===== src/rtl/timer_pkg.sv =====
// Shared types and defaults for the loadable down-timer.
// Count-path select codes are driven by the FSM and decoded by the datapath.
package timer_pkg;

   localparam int TIMER_WIDTH = 4;

   typedef enum logic [1:0] {
      IDLE = 2'b00,
      RUN  = 2'b01,
      DONE = 2'b10
   } timer_state_t;

   typedef enum logic [1:0] {
      SEL_HOLD   = 2'b00,
      SEL_LOAD   = 2'b01,
      SEL_RELOAD = 2'b10,
      SEL_DEC    = 2'b11
   } count_sel_t;

endpackage


===== src/rtl/down_timer_fsm.sv =====
// Control FSM for down_timer: resolves stop > start > load > countdown each edge
// and tells the datapath what to do with count.
//
//   state | meaning
//   ------+---------------------------------------------------------------
//   IDLE  | stopped; count holds, load also copies load_val into count
//   RUN   | counting down; at zero either reloads or ends the one-shot
//   DONE  | one-shot finished; count holds 0 until load/start
module down_timer_fsm
   import timer_pkg::*;
(
   input  logic       clk,
   input  logic       reset_n,
   input  logic       load,
   input  logic       start,
   input  logic       stop,
   input  logic       auto_reload,
   input  logic       count_zero,
   input  logic       count_one,
   input  logic       reload_zero,
   input  logic       load_val_zero,
   output count_sel_t count_sel,
   output logic       busy,
   output logic       done,
   output logic       tc_pulse
);

   timer_state_t state_q;
   timer_state_t state_nxt;
   logic         tc_nxt;

   always_ff @(posedge clk or negedge reset_n) begin
      if (!reset_n) begin
         state_q  <= IDLE;
         busy     <= 1'b0;
         done     <= 1'b0;
         tc_pulse <= 1'b0;
      end else begin
         state_q  <= state_nxt;
         busy     <= (state_nxt == RUN);
         done     <= (state_nxt == DONE);
         tc_pulse <= tc_nxt;
      end
   end

   // tc_nxt is asserted exactly when the next state is RUN and the next count is 0
   always_comb begin
      state_nxt = state_q;
      count_sel = SEL_HOLD;
      tc_nxt    = 1'b0;
      if (stop) begin
         if (state_q != IDLE) begin
            state_nxt = IDLE;
         end
      end else if (start) begin
         state_nxt = RUN;
         if (load) begin
            count_sel = SEL_LOAD;
            tc_nxt    = load_val_zero;
         end else begin
            count_sel = SEL_RELOAD;
            tc_nxt    = reload_zero;
         end
      end else if (load && (state_q != RUN)) begin
         state_nxt = IDLE;
         count_sel = SEL_LOAD;
      end else if (state_q == RUN) begin
         if (!count_zero) begin
            count_sel = SEL_DEC;
            tc_nxt    = count_one;
         end else if (auto_reload) begin
            count_sel = SEL_RELOAD;
            tc_nxt    = reload_zero;
         end else begin
            state_nxt = DONE;
         end
      end else if (state_q != DONE) begin
         state_nxt = IDLE;
      end
   end

endmodule


===== src/rtl/down_timer.sv =====
// Loadable programmable down-timer: one-shot or auto-reload, with a one-cycle
// terminal-count strobe. Holds the reload register and count datapath.
module down_timer
   import timer_pkg::*;
#(
   parameter int WIDTH = TIMER_WIDTH
) (
   input  logic             clk,
   input  logic             reset_n,
   input  logic             load,
   input  logic [WIDTH-1:0] load_val,
   input  logic             start,
   input  logic             stop,
   input  logic             auto_reload,
   output logic [WIDTH-1:0] count,
   output logic             busy,
   output logic             tc_pulse,
   output logic             done
);

   logic [WIDTH-1:0] reload_reg;
   logic [WIDTH-1:0] count_nxt;
   count_sel_t       count_sel;
   logic             count_zero;
   logic             count_one;
   logic             reload_zero;
   logic             load_val_zero;

   assign count_zero    = (count == '0);
   assign count_one     = (count == WIDTH'(1));
   assign reload_zero   = (reload_reg == '0);
   assign load_val_zero = (load_val == '0);

   down_timer_fsm u_fsm (
      .clk           (clk),
      .reset_n       (reset_n),
      .load          (load),
      .start         (start),
      .stop          (stop),
      .auto_reload   (auto_reload),
      .count_zero    (count_zero),
      .count_one     (count_one),
      .reload_zero   (reload_zero),
      .load_val_zero (load_val_zero),
      .count_sel     (count_sel),
      .busy          (busy),
      .done          (done),
      .tc_pulse      (tc_pulse)
   );

   // SEL_DEC is only issued for a non-zero count, so the subtraction never wraps
   always_comb begin
      count_nxt = count;
      case (count_sel)
         SEL_LOAD:   count_nxt = load_val;
         SEL_RELOAD: count_nxt = reload_reg;
         SEL_DEC:    count_nxt = count - WIDTH'(1);
         default:    count_nxt = count;
      endcase
   end

   // reload_reg is a plain config write; it is not gated by stop/start priority
   always_ff @(posedge clk or negedge reset_n) begin
      if (!reset_n) begin
         reload_reg <= '0;
         count      <= '0;
      end else begin
         if (load) begin
            reload_reg <= load_val;
         end
         count <= count_nxt;
      end
   end

endmodule

===== config.mk =====
export PLATFORM = sky130hd
export DESIGN_NAME = down_timer
export DESIGN_NICKNAME = d
export VERILOG_FILES = /design/src/rtl/timer_pkg.sv /design/src/rtl/down_timer_fsm.sv /design/src/rtl/down_timer.sv
export SDC_FILE = /design/constraint.sdc
export NUM_CORES = 1
export LEC_CHECK = 0
export ABC_AREA = 0
export CAP_MARGIN = 10
export CORE_UTILIZATION = 50
export CTS_CLUSTER_DIAMETER = 100
export DETAILED_ROUTE_END_ITERATION = 16
export GPL_TIMING_DRIVEN = 0
export PLACE_DENSITY = 0.83
export REMOVE_ABC_BUFFERS = 1
export SYNTH_ARGS = -nofsm -noshare
export SYNTH_HDL_FRONTEND = slang
export SYNTH_HIERARCHICAL = 1
export SYNTH_SLANG_ARGS = --single-unit

===== constraint.sdc =====
create_clock -name clk -period 6.1 [get_ports clk]
set_clock_uncertainty 0.2 [all_clocks]
set_input_delay 1.22 -clock clk [delete_from_list [all_inputs] [get_ports clk]]
set_output_delay 1.22 -clock clk [all_outputs]
set_load 0.01 [all_outputs]

## After elaboration in Yosys (flattened, before gate mapping)

Index checks and enable logic that the tools add are counted.

- Output and inout bits: 7
- Word-level logic and storage cells: 45
- Input port bits: 10
- Register bits: 13

- Reduce and logical (&&, ||, !) cells: 6
- Multiplexer cells: 23
- $add $sub $neg: 1
- Equal/unequal tests: 9

Operators with widths:

| kind | number |
|---|---|
| 2-bit two-way mux | 15 |
| 4-bit zero test | 3 |
| 4-bit case mux with 3 select lines | 1 |
| 1-bit two-way mux | 7 |
| 2-bit by 1-bit == test with 1-bit output (second input constant) | 3 |
| 2-bit == test (second input constant) | 3 |
| 4-bit by 1-bit == test with 1-bit output (second input constant) | 1 |
| 4-bit by 1-bit subtractor with 4-bit output (second input constant) | 1 |
| 3-bit nonzero test | 1 |
| 2-bit by 1-bit inequality test with 1-bit output (second input constant) | 1 |
| 2-bit inequality test (second input constant) | 1 |
| 2-bit nonzero test | 1 |
| 1-bit logical AND | 1 |

## Depth between registers and ports, before layout

Gate-level depths: netlist (run 1).

- Depth after elaboration: 8
- Gate-level depth with buffers: 9
- Depth with buffers taken out: 9

## Hierarchy

The synthesis (run 1) kept the hierarchy.

By module, submodules not included:

| module | instances | area an instance (um^2) | seq. area each (um^2) | cells an instance |
|---|---|---|---|---|
| down_timer | 1 | 442.9 | 200.2 | 33 |
| down_timer_fsm | 1 | 255.2 | 125.1 | 26 |

## Least setup slack after synthesis (run 1)

No wires, ideal clock.

- Path type: in2reg
- Start: input auto_reload
- End: register count[2]
- Buffers on the path: 0
- Stages: 4
- Arrival time: 2484 ps
- Data required time: 5760 ps
- Setup slack: 3276 ps
- Cell sequence: nand2b_1 -> a21oi_1 -> a211oi_1 -> mux4_1

- Cells in the longest elaborated chain, start to end: 8
- Elaborated cells on any way between the ends: 11
- Classes of those cells: eq/ne: 3; mux: 7; reduce/logical: 1

Ends and longest elaborated chain:

| element | RTL line | RTL |
|---|---|---|
| start: declaration | down_timer.sv:14 | `input logic auto_reload,` |
| 2-bit two-way mux (*) | down_timer_fsm.sv:71 | `end else if (auto_reload) begin` |
| 2-bit two-way mux (*) | down_timer_fsm.sv:68 | `if (!count_zero) begin` |
| 2-bit two-way mux (*) | down_timer_fsm.sv:67 | `end else if (state_q == RUN) begin` |
| 2-bit two-way mux (*) | down_timer_fsm.sv:64 | `end else if (load && (state_q != RUN)) begin` |
| 2-bit two-way mux (*) | down_timer_fsm.sv:55 | `end else if (start) begin` |
| 2-bit two-way mux (*) | down_timer_fsm.sv:51 | `if (stop) begin` |
| named net count_sel[1] | down_timer.sv:23 | `count_sel_t count_sel;` |
| 2-bit == test / 2-bit by 1-bit == test with 1-bit output (equally long branches) | down_timer.sv:54 | `case (count_sel)` |
| 4-bit case mux with 3 select lines / 3-bit nonzero test (equally long branches) | -- |  |
| end signal: assignment | down_timer.sv:71 | `count <= count_nxt;` |
| end: declaration | down_timer.sv:15 | `output logic [WIDTH-1:0] count,` |

The timed path passes the listed nets; every way through them passes the cells marked *.
A chain may end at the register's enable or synchronous reset.

## Worst setup path in the final report (run 1)

Same ends and word-level chain as after synthesis.

==> results of run 1 <==
[routing by layer]
layer | track usage [%] | vias to the layer above | part of all wire, %
met1 | 30.3 | 267 | 44
li1 | - | 256 | -
met5 | 0 | - | 0
met4 | 13.8 | 0 | 1.4
met3 | 2.27 | 4 | 6.2
met2 | 35.0 | 24 | 49
[synthesized netlist by cell type]
cell type / n / share of area [%]
a211oi_1: 2 / 2.1
a21oi_1: 3 / 2.1
a31oi_1: 1 / 0.90
and3_1: 1 / 0.90
dfrtp_1: 13 / 47
ha_1: 3 / 5.4
inv_1: 5 / 2.7
mux2_1: 5 / 8.1
mux2i_1: 1 / 1.4
mux4_1: 1 / 3.8
mux4_2: 2 / 6.5
nand2_1: 2 / 1.1
nand2b_1: 1 / 0.90
nor2_1: 3 / 1.6
nor2b_1: 2 / 1.8
nor2b_2: 1 / 1.3
nor3_1: 3 / 2.1
nor3b_1: 3 / 3.2
nor3b_2: 1 / 1.8
nor4_1: 2 / 1.8
o21ai_0: 2 / 1.4
xor2_1: 2 / 2.5
[stage by stage]
step           cell area, µm²  util [%]  total power, µW  worst slack, ns
2_1_floorplan             698         -              147             3.28
3_3_place_gp              877      67.4              180             2.63
3_5_place_dp              877      67.4              183             2.56
4_1_cts                   903      69.4              237             2.83
5_1_grt                   903      69.4              248             2.72
6_report                  903      69.4              233             2.85
[path summary, 6_finish.rpt]
kind | to | depth (start not counted)
max | count[2] | 5
min | reload_reg[2] | 1
max reg2reg | count[2] | 7
min reg2reg | reload_reg[2] | 1
max in group asynchronous | reload_reg[3] | 1
min in group asynchronous | reload_reg[0] | 1
[cells by family after synthesis]
family / Yosys count / synth area share (%)
and+or+nand+nor: 19 / 16.5
DFF: 13 / 46.6
muxes: 9 / 19.7
AOI/OAI and AO/OA: 8 / 6.63
buffers and inverters: 5 / 2.69
adders and majority gates: 3 / 5.38
xor gates and xnor gates: 2 / 2.51
[power groups by stage]
stage / clock, µW / combinational [µW] / sequential [µW]
final: 51.7 / 70.6 / 111
after global routing: 56.3 / 79.5 / 113
after CTS: 54.4 / 71.5 / 111
after detailed placement: 0 / 70.7 / 112
after global placement: 0 / 68.2 / 111
after floorplan: 0 / 33.9 / 113
[placed cells by master (no fill, tap or decap), drive strengths merged]
cell,synthesis,layout
a21oi,3,3
and3,1,1
ha,3,3
clkdlybuf4s50,0,16
mux2i,1,1
nand2,2,2
nor2b,3,3
a211oi,2,2
nor4,2,2
nand2b,1,1
dfrtp,13,13
nor3,3,3
clkbuf,0,4
mux4,3,3
inv,5,5
xor2,2,2
mux2,5,5
nor3b,4,4
o21ai,2,2
a31oi,1,1
nor2,3,3
[layout make-up]
type	instances	area, µm²
clock buffers	4	26.3
fillers	96	398
inverters	5	18.8
multi-input cells	41	354
flip-flops and latches	13	325
well taps	15	18.8
repair buffers	16	160
[critical path, stage by stage]
cell and delay (ns):
clkdlybuf4s50_1 0.51, nand2b_1 0.13, a21oi_1 0.10, a211oi_1 0.61
mux4_1 0.63
==> results.md, run 1 <==
- Outcome: finished clean
- Die height: 39.4 µm
- Combinational power share: 30.3%
- Library cells used by synthesis: 22
- Post-cts resize count: 0
- PwrDens: 258 nW/µm²
- Final period util: 53.4%
- Hold_buf cts: 0
- Post-Syn Area: 698 µm²
- Yosys warns: 6
- First-pass DRT Iterations: 4
- Data required, critical path: 6.05 ns
- Final critical-path required period: 3.25 ns
- Min-delay src: reload_reg[2]
- Worst setup startpoint: auto_reload
- Port Buffers: 16
- Post-CTS setup buffers: 0
- Num CTS Buffers: 3
- Sequential share of power: 47.5%
- # diodes: 0
- Vias in the first global route: 511
- Final Hold Viols: 0
- Sequential area share after synthesis: 46.6%
- Final non-filler cell total: 94
- Die area: 1550 µm²
- Max-slew violations: 0
- Maximum vdd drop: 139 µV
- GR Util All Layers: 22.6%
- First-pass GRT wire length: 2280 µm
- CTS clk-pin slew, worst paths: 0.07 ns
- Crit Path Category: in -> reg
- DRC viols: 0
- Avg Inst Size Synth: 11.8 µm²
- CP endpoint kind: flop
- GR Overflow Total: 0
- Setup TNS: 0 ns
- HP Class: reg -> reg
- FF+latch count, synth: 13
- Max-cap viol count: 0
- R2r startpoint: count[0]
- Die width: 39.4 µm
- CTS tree: built
- Detail Route Antenna Nets: 0
- DRT Wirelength: 1290 µm
- Vias/cell: 5.86
- Via count: 551
- Leakage: 0.000383 µW
- Largest net degree at the start of global routing: 14
- Startpoint type of the worst setup path: primary input
- Area Growth Syn to Fin: 29.4%
- Clk Latency, worst-skew pair: 0.27 ns
- Layout cells sized above 1: 8.86%
- IO Count: 17
- Total clock sinks: 13
- Sw frac: 29.8%
- Arrival @ worst endpoint: 3.20 ns
- Placed Instances: 90
- R2R setup slack: 3.39 ns
- Clock tree buffer depth: 2
- RSZ-0062 raised after global routing: no
- Final GP Congestion: 0.815
- Initial antenna violation count: 0
- WHS: 0.308 ns
- DR iter-0 viols: 17
- CTS H-Tree Depth: 1
- Row cnt: 13
- Actual slew at the worst max-slew pin: 0.741 ns
- Cell count after synthesis: 59
- Post-DR wirelength/cell: 13.8 µm
- Layout net count: 93
- Area of the core: 1300 µm²
- Clock root cell: clkbuf_4
- Peak Freq: 0.307 GHz
- Sw power: 69.4 µW
- Initial Utilization: 53.7%
- Slew HR: 50.3%
- Clock Power Share: 22.2%
- P_int: 164 µW
- Final setup violation count: 0
- CP max FO: 5
(Power assumes the default switching activity.)
==> run 2: changes to the inputs <==
- CORE_UTILIZATION: 50 -> 47
- PLACE_DENSITY: 0.83 -> 0.78
- clock period: 6.1 -> 3.14 ns (I/O delays scaled with it)
==> run 2 against run 1 <==
Net effect: critical path depth up 2; utilization shrank 1.7 points; combinational power increased by 93%; sequential power is 94% higher; clock power up 95%; highest routed layer unchanged; first-iteration DRC count decreased by 29%; sequential cell count unchanged; routed wire length shrank 0.15%; count of clock-buffer cells in the layout is the same; sequential share of layout area unchanged; global-route usage fell by 3.8 points; total power rose by 94%.
==> results.md, run 2 (same netlist as run 1, synthesis figures left out) <==
- Outcome: finished clean
- Slew HR: 49.3% (-1.1 points)
- Final GP Congestion: 0.778 (-4.6%)
- FF-to-FF path depth: 7 (unchanged)
- Arrival @ worst endpoint: 2.61 ns (-0.59 ns)
- DRT Wirelength: 1290 µm (-0.15%)
- Layout cells sized above 1: 8.86% (unchanged)
- Post-cts resize count: 0 (unchanged)
- Max-cap viol count: 0 (unchanged)
- Die height: 40.5 µm (+3.0%)
- Final non-filler cell total: 94 (unchanged)
- Initial antenna violation count: 0 (unchanged)
- CP endpoint kind: flop
- # diodes: 0 (unchanged)
- Die area: 1640 µm² (+6.1%)
- Storage element area: 325 µm² (unchanged)
- Data required, critical path: 3.09 ns (-2.96 ns)
- Hold_buf cts: 0 (unchanged)
- GR Overflow Total: 0 (unchanged)
- Met1 wire length: 646 µm (+14%)
- Placed Instances: 90 (unchanged)
- Routed wl met2: 575 µm (-8.6%)
- Area of the core: 1330 µm² (+2.5%)
- Worst setup startpoint: count[0]
- Commonest cells after routing, fill and taps aside: clkdlybuf4s50_1, dfrtp_1, inv_1, mux2_1
- CTS tree: built
- Final critical-path required period: 2.67 ns
- Initial Utilization: 52.3% (-1.3 points)
- Post-CTS setup buffers: 0 (unchanged)
- Actual slew at the worst max-slew pin: 0.757 ns (+0.0158 ns)
- RSZ-0062 raised after global routing: no
- Met3 wire length: 42 µm (-48%)
- Via count: 509 (-7.6%)
- CP max FO: 6 (+1)
- HP Class: reg -> reg
- Final period util: 84.9%
- DR iter-0 viols: 12 (-5)
- Final Hold Viols: 0 (unchanged)
- Layout filler cell count: 109 (+14%)
- CTS clk-pin slew, worst paths: 0.08 ns (about the same)
- Port Buffers: 16 (unchanged)
- Largest net degree at the start of global routing: 14 (unchanged)
- Reg2Reg Capture Point: count[2]
- Total clock sinks: 13 (unchanged)
- Crit Path Category: reg -> reg
- Commonest non-fill, non-tap cell in the layout: clkdlybuf4s50_1
- Top Layer Used: met4
- CTS H-Tree Depth: 1 (unchanged)
- Critical Path Sink: count[2]
- Vias in the first global route: 446 (-13%)
- GR Util All Layers: 18.8% (-3.8 points)
- First-pass GRT wire length: 1900 µm (-16%)
- Hpwl dp: 978 µm
- R2r startpoint: count[0]
- Multi-input gate area: 354 µm² (unchanged)
- Area Growth Syn to Fin: 29.4% (unchanged)
- Die width: 40.5 µm (+3.0%)
- Detail Route Antenna Nets: 0 (unchanged)
- Max-slew violations: 0 (unchanged)
- Final setup violation count: 0 (unchanged)
- Clock root cell: clkbuf_4
- WHS: 0.328 ns (+0.0208 ns)
- Startpoint type of the worst setup path: flop
- DRC viols: 0 (unchanged)
- Clock tree buffer depth: 2 (unchanged)
- Layout net count: 93 (unchanged)
- R2R setup slack: 0.47 ns (-2.92 ns)
- PwrDens: 501 nW/µm² (+94%)
- Num CTS Buffers: 3 (unchanged)
- Leakage: 0.000383 µW (unchanged)
- Peak Freq: 0.375 GHz
- Vias/cell: 5.41 (-7.6%)
- First-pass DRT Iterations: 4 (unchanged)
- IO Count: 17 (unchanged)
- Setup TNS: 0 ns (unchanged)
- Post-DR wirelength/cell: 13.7 µm (-0.15%)
- Maximum vdd drop: 234 µV (+68%)
- Row cnt: 13 (unchanged)
- Clk Latency, worst-skew pair: 0.27 ns (about the same)
-- run 2: final cells by class --
type	instances	share of cell area, %
clock buffer	4	2.91
inverter	5	2.08
multi-input combinational	41	39.2
sequential	13	36.0
tap	15	2.08
timing repair buffer	16	17.7
-- run 2: metrics by stage --
| stage | area, µm² | util (%) | total power, µW | worst slack, ns |
|---|---|---|---|---|
| detailed placement | 877 | 65.8 | 354 | 0.221 |
| global placement | 877 | 65.8 | 351 | 0.268 |
| CTS | 903 | 67.7 | 459 | 0.478 |
| finish | 903 | 67.7 | 452 | 0.474 |
| global route | 903 | 67.7 | 482 | 0.316 |
| floorplan | 698 | - | 286 | 0.676 |
-- run 2: how the worst min path moves through the flow --
stage	start	endpoint	slack, ns	cells after the start
floorplan	reset_n	count[0]	0.13	0
global placement	reload_reg[0]	reload_reg[0]	0.30	1
detailed placement	reload_reg[2]	reload_reg[2]	0.31	1
CTS	reload_reg[2]	reload_reg[2]	0.33	1
global route	reload_reg[2]	reload_reg[2]	0.34	1
finish	reload_reg[0]	reload_reg[0]	0.33	1
-- run 2: power by group --
group	internal, µW	switching [µW]
combinational	79.0	56.9
sequential	189	25.8
clock	49.2	52.2
total	318	135
-- run 2: metal layers --
metal / track usage (%) / up-vias
met3: 5.00 / 4
met2: 26.2 / 14
met1: 25.3 / 238
met5: 0 / -
li1: - / 253
met4: 12.5 / 0
-- run 2: worst max-delay path: stages, from the launching register on --
cell	delay, ns
dfrtp_1	0.44
inv_1	0.09
ha_1	0.19
nor3b_1	0.18
nand2b_1	0.09
a21oi_1	0.09
a211oi_1	0.62
mux4_1	0.64
